## src/rtl/prio_encoder_rr.sv

```systemverilog
// Registered N-input priority encoder with fixed (high/low first) or round-robin
// arbitration, one-hot grant and a valid/ack result handshake.
module prio_encoder_rr #(
    parameter int N           = 8,
    parameter int W           = $clog2(N),
    parameter bit ROUND_ROBIN = 1'b0,
    parameter bit HIGH_FIRST  = 1'b1
) (
    input  logic         clk,
    input  logic         rst_n,
    input  logic [N-1:0] in,
    input  logic         en,
    input  logic         ack,
    output logic         valid,
    output logic [W-1:0] y,
    output logic [N-1:0] grant
);

    logic         valid_r;
    logic [W-1:0] y_r;
    logic [N-1:0] grant_r;
    logic [W-1:0] ptr_r;

    logic         any_s;
    logic         load_s;
    logic [W-1:0] win_s;
    logic [N-1:0] one_hot_s;

    // Highest set index; later (higher) hits overwrite earlier ones.
    function automatic logic [W-1:0] fixed_high(input logic [N-1:0] req);
        logic [W-1:0] win;
        win = '0;
        for (int i = 0; i < N; i++) begin
            win = req[i] ? W'(i) : win;
        end
        return win;
    endfunction

    function automatic logic [W-1:0] fixed_low(input logic [N-1:0] req);
        logic [W-1:0] win;
        win = '0;
        for (int i = N - 1; i >= 0; i--) begin
            win = req[i] ? W'(i) : win;
        end
        return win;
    endfunction

    // Ascending search starting just after ptr; the wrap is mod N, so
    // non-power-of-2 N never yields an index >= N.
    function automatic logic [W-1:0] rr_pick(input logic [N-1:0] req,
                                             input logic [W-1:0] ptr);
        logic [W-1:0] win;
        logic [W:0]   sum;
        logic [W-1:0] idx;
        logic         found;
        win   = '0;
        found = 1'b0;
        for (int k = 1; k <= N; k++) begin
            sum   = {1'b0, ptr} + (W+1)'(k);
            sum   = (sum >= (W+1)'(N)) ? (sum - (W+1)'(N)) : sum;
            idx   = sum[W-1:0];
            win   = (req[idx] && !found) ? idx : win;
            found = found | req[idx];
        end
        return win;
    endfunction

    // Winner selection and load qualification.
    always_comb begin
        any_s  = |in;
        load_s = en && (!valid_r || ack);
        if (ROUND_ROBIN) begin
            win_s = rr_pick(in, ptr_r);
        end else if (HIGH_FIRST) begin
            win_s = fixed_high(in);
        end else begin
            win_s = fixed_low(in);
        end
        one_hot_s = {{(N-1){1'b0}}, 1'b1} << win_s;
    end

    // Result registers and round-robin pointer.
    always_ff @(posedge clk or negedge rst_n) begin
        if (!rst_n) begin
            valid_r <= 1'b0;
            y_r     <= '0;
            grant_r <= '0;
            ptr_r   <= W'(N - 1);
        end else if (load_s) begin
            if (any_s) begin
                valid_r <= 1'b1;
                y_r     <= win_s;
                grant_r <= one_hot_s;
                ptr_r   <= win_s;
            end else begin
                valid_r <= 1'b0;
                y_r     <= '0;
                grant_r <= '0;
            end
        end else if (ack && valid_r) begin
            // Consumed with no new sample: y keeps its last value.
            valid_r <= 1'b0;
            grant_r <= '0;
        end
    end

    assign valid = valid_r;
    assign y     = y_r;
    assign grant = grant_r;

endmodule

```

## config.mk

```make
export PLATFORM = sky130hd
export DESIGN_NAME = prio_encoder_rr
export DESIGN_NICKNAME = d
export VERILOG_FILES = /design/src/rtl/prio_encoder_rr.sv
export SDC_FILE = /design/constraint.sdc
export NUM_CORES = 1
export LEC_CHECK = 0
export ABC_AREA = 0
export CORE_AREA = 3 3 42 44
export DETAILED_ROUTE_END_ITERATION = 10
export DIE_AREA = 0 0 45 47
export PLACE_DENSITY = 0.72
export SYNTH_ARGS = -nofsm -noshare
export SYNTH_HDL_FRONTEND = slang
export SYNTH_SLANG_ARGS = --single-unit
```

## constraint.sdc

```tcl
create_clock -name clk -period 1.66 [get_ports clk]
set_input_delay 0.332 -clock clk [delete_from_list [all_inputs] [get_ports clk]]
set_output_delay 0.332 -clock clk [all_outputs]
set_load 0.02 [all_outputs]
```

==> reports/metrics.yaml <==
pwr:
  irDropWorstVdd_uv: 470
  power.density_nw_per_um2: 754
  finalPower_mw: 0.665
  leakage_nw: 0.383
grt:
  antenna_found_initial: 0
  top_usage_layer: "met2"
  grtUsageMet3: 0.0536
  grt_use_met1: 0.162
  track_usage: 0.150
  grt_max_degree: 13
  gr-total-overflow: 0
  gr-usage-met2: 0.251
  grt_pass1_wl_um: 2230
  grt_pass1_vias: 530
cells_and_area:
  antenna_cells: 0
  layout-drive-gt1-share: 0.212
  nets: 99
  layout.area.seq_um2: 300
  fin_util: 0.599
  syn_to_final_growth_pct: 62.8
  multi_input_area_um2: 230
  fillers: 136
synth:
  synth.area.top_cells: "dfrtp_1 (55%), nand2_1 (6.2%), a32o_1 (3.7%), a22o_1 (3.2%), o41ai_2 (3.0%)"
  synth-main-ff-cell: "dfrtp_1"
  netlist_instances: 50
  syn-num-nets: 62
  syn_area_per_cell_um2: 10.8
  yosys_register_bits: 12
  async_flop_share: 1.00
  synth_warnings: 0
  netlist_area_um2: 542
  synth.top_cell.area_share: 0.554
  synth_commonest_cells: "dfrtp_1 (12), nand2_1 (9), nor2_1 (3), nor3_1 (3), o21ai_0 (3)"
  ys_types: 21
  synth_edf_count: 0
  post-synth-top-area-cell: "dfrtp_1"
  synth-seq-area-share: 0.554
  synth.most_common_cell: "dfrtp_1"
timing:
  fmax_ghz: 0.629
  final.setup.tns_ns: 0
  setup_viol: 0
  slew_viol_final: 0
  hold_violations: 0
  worst_pin_slew_ns: 0.687
  whs_ns: 0.408
  rsz0062_at_grt: "false"
  fin_skew_ns: 0.000347
  period_minus_slack_ns: 1.59
  relSlewSlack: 0.529
  min_period_over_period: 0.957
placed_design:
  gp_congestion: 0.787
  portBuffers: 23
  post-dp-hpwl_um: 1080
setup_path:
  crit_required_ns: 1.33
  r2r_start: "valid"
  ff2ff_path_depth: 3
  setup.worst_path.start: "valid"
  slowest_stage: "clkdlybuf4s50_1"
  cpLargestDelayFamily: "buffers and inverters"
  critPathBufInv: 1
  path_class: "reg -> out"
  critPathLaunchType: "flip-flop"
  crit_arrival_ns: 1.26
  path_cells: "clkdlybuf4s50_1"
  crit_path_end_kind: "output pin"
  cp.depth: 1
  critPathMaxStageDelay_ns: 0.61
  crit_path_max_fanout: 3
clock_tree:
  cts_tree: "built"
  cts_resized: 0
  ctsHoldBuffers: 0
  clk_latency_ns: 0.26
  cts-root-buf: "clkbuf_4"
  numCtsBuffers: 3
  clock-sinks: 12
  clock_path_buffers: 2
  clkTransAtPathRegs_ns: 0.07
  htreeDepth: 1
  cts_setup_buffers: 0
hold_path:
  hp-class: "in -> async"
flow_run:
  maxCapViolations: 0
drt:
  dr.pass1.iters: 4
  detail_route.iter0.violations: 6
  routedWlPerCell_um: 13.9
  vias_per_cell: 5.11
  routed_wl_um: 1400
  final_antenna_net_count: 0
  via_count: 516
  drc: 0
floorplanning:
  initial_core_util: 0.368
  boundaryPins: 24
  die_w_um: 45
  dieArea_um2: 2120
  num_rows: 14
  die_y_um: 47
  core_um2: 1470
status:
  status: "finished clean"
[where the power goes]
group / total, mW / leakage [nW] / switching, mW / internal [mW]
clock network: 0.172 / 0.0138 / 0.0885 / 0.0838
logic: 0.170 / 0.217 / 0.0817 / 0.0887
registers: 0.322 / 0.152 / 0.0112 / 0.311
[cell usage in the layout, fill, tap and decap left out, types with 3 or more instances in the layout]
cell type,Yosys,routed
nor2_1,3,3
nor3_1,3,3
buf_4,0,9
dfrtp_1,12,12
clkdlybuf4s50_1,0,23
nand2_1,9,9
o21ai_0,3,3
clkbuf_4,0,3
[logic make-up (layout without fill, tap and decap cells)]
logic type / count (synthesis) / count (layout) / share of synthesized area
AOI/OAI and AO/OA: 14 / 14 / 0.219
and+or+nand+nor: 19 / 19 / 0.166
DFF: 12 / 12 / 0.554
buffers and inverters: 3 / 38 / 0.0208
muxes: 2 / 2 / 0.0393
[per-layer routing]
layer  share of wire  wire length (µm)
met5               0                 0
met4           0.021                29
met3           0.073               102
met2            0.48               667
met1            0.43               601
[path summary, 6_finish.rpt]
path / to / slack [ns]
setup / recovery: valid / 0.07
hold / removal: grant[7] / 0.41
setup reg to reg: grant[5] / 0.33
hold reg to reg: y[2] / 0.48
max in group asynchronous: grant[4] / 0.91
min in group clk: y[2] / 0.48
[per-stage QoR]
step                      std cells  area, µm²  setup slack, ns
after floorplan                  50        542            0.381
after global placement           98        860          -0.0464
after detailed placement         98        860           -0.101
after CTS                       101        882           0.0554
after global routing            101        882           0.0188
final                           101        882           0.0711
[flip-flops by register name, indices dropped and copies added, names as in the netlist]
signal and cells:
y 3, valid 1, grant 8
[final cells by class]
class                           count  area share
Inverter                            3      0.0128
Sequential cell                    12       0.340
Timing Repair Buffer               32       0.338
Multi-Input combinational cell     35       0.261
Tap cell                           16      0.0227
Clock buffer                        3      0.0255
Note: power is estimated with default switching activity, not from simulation.
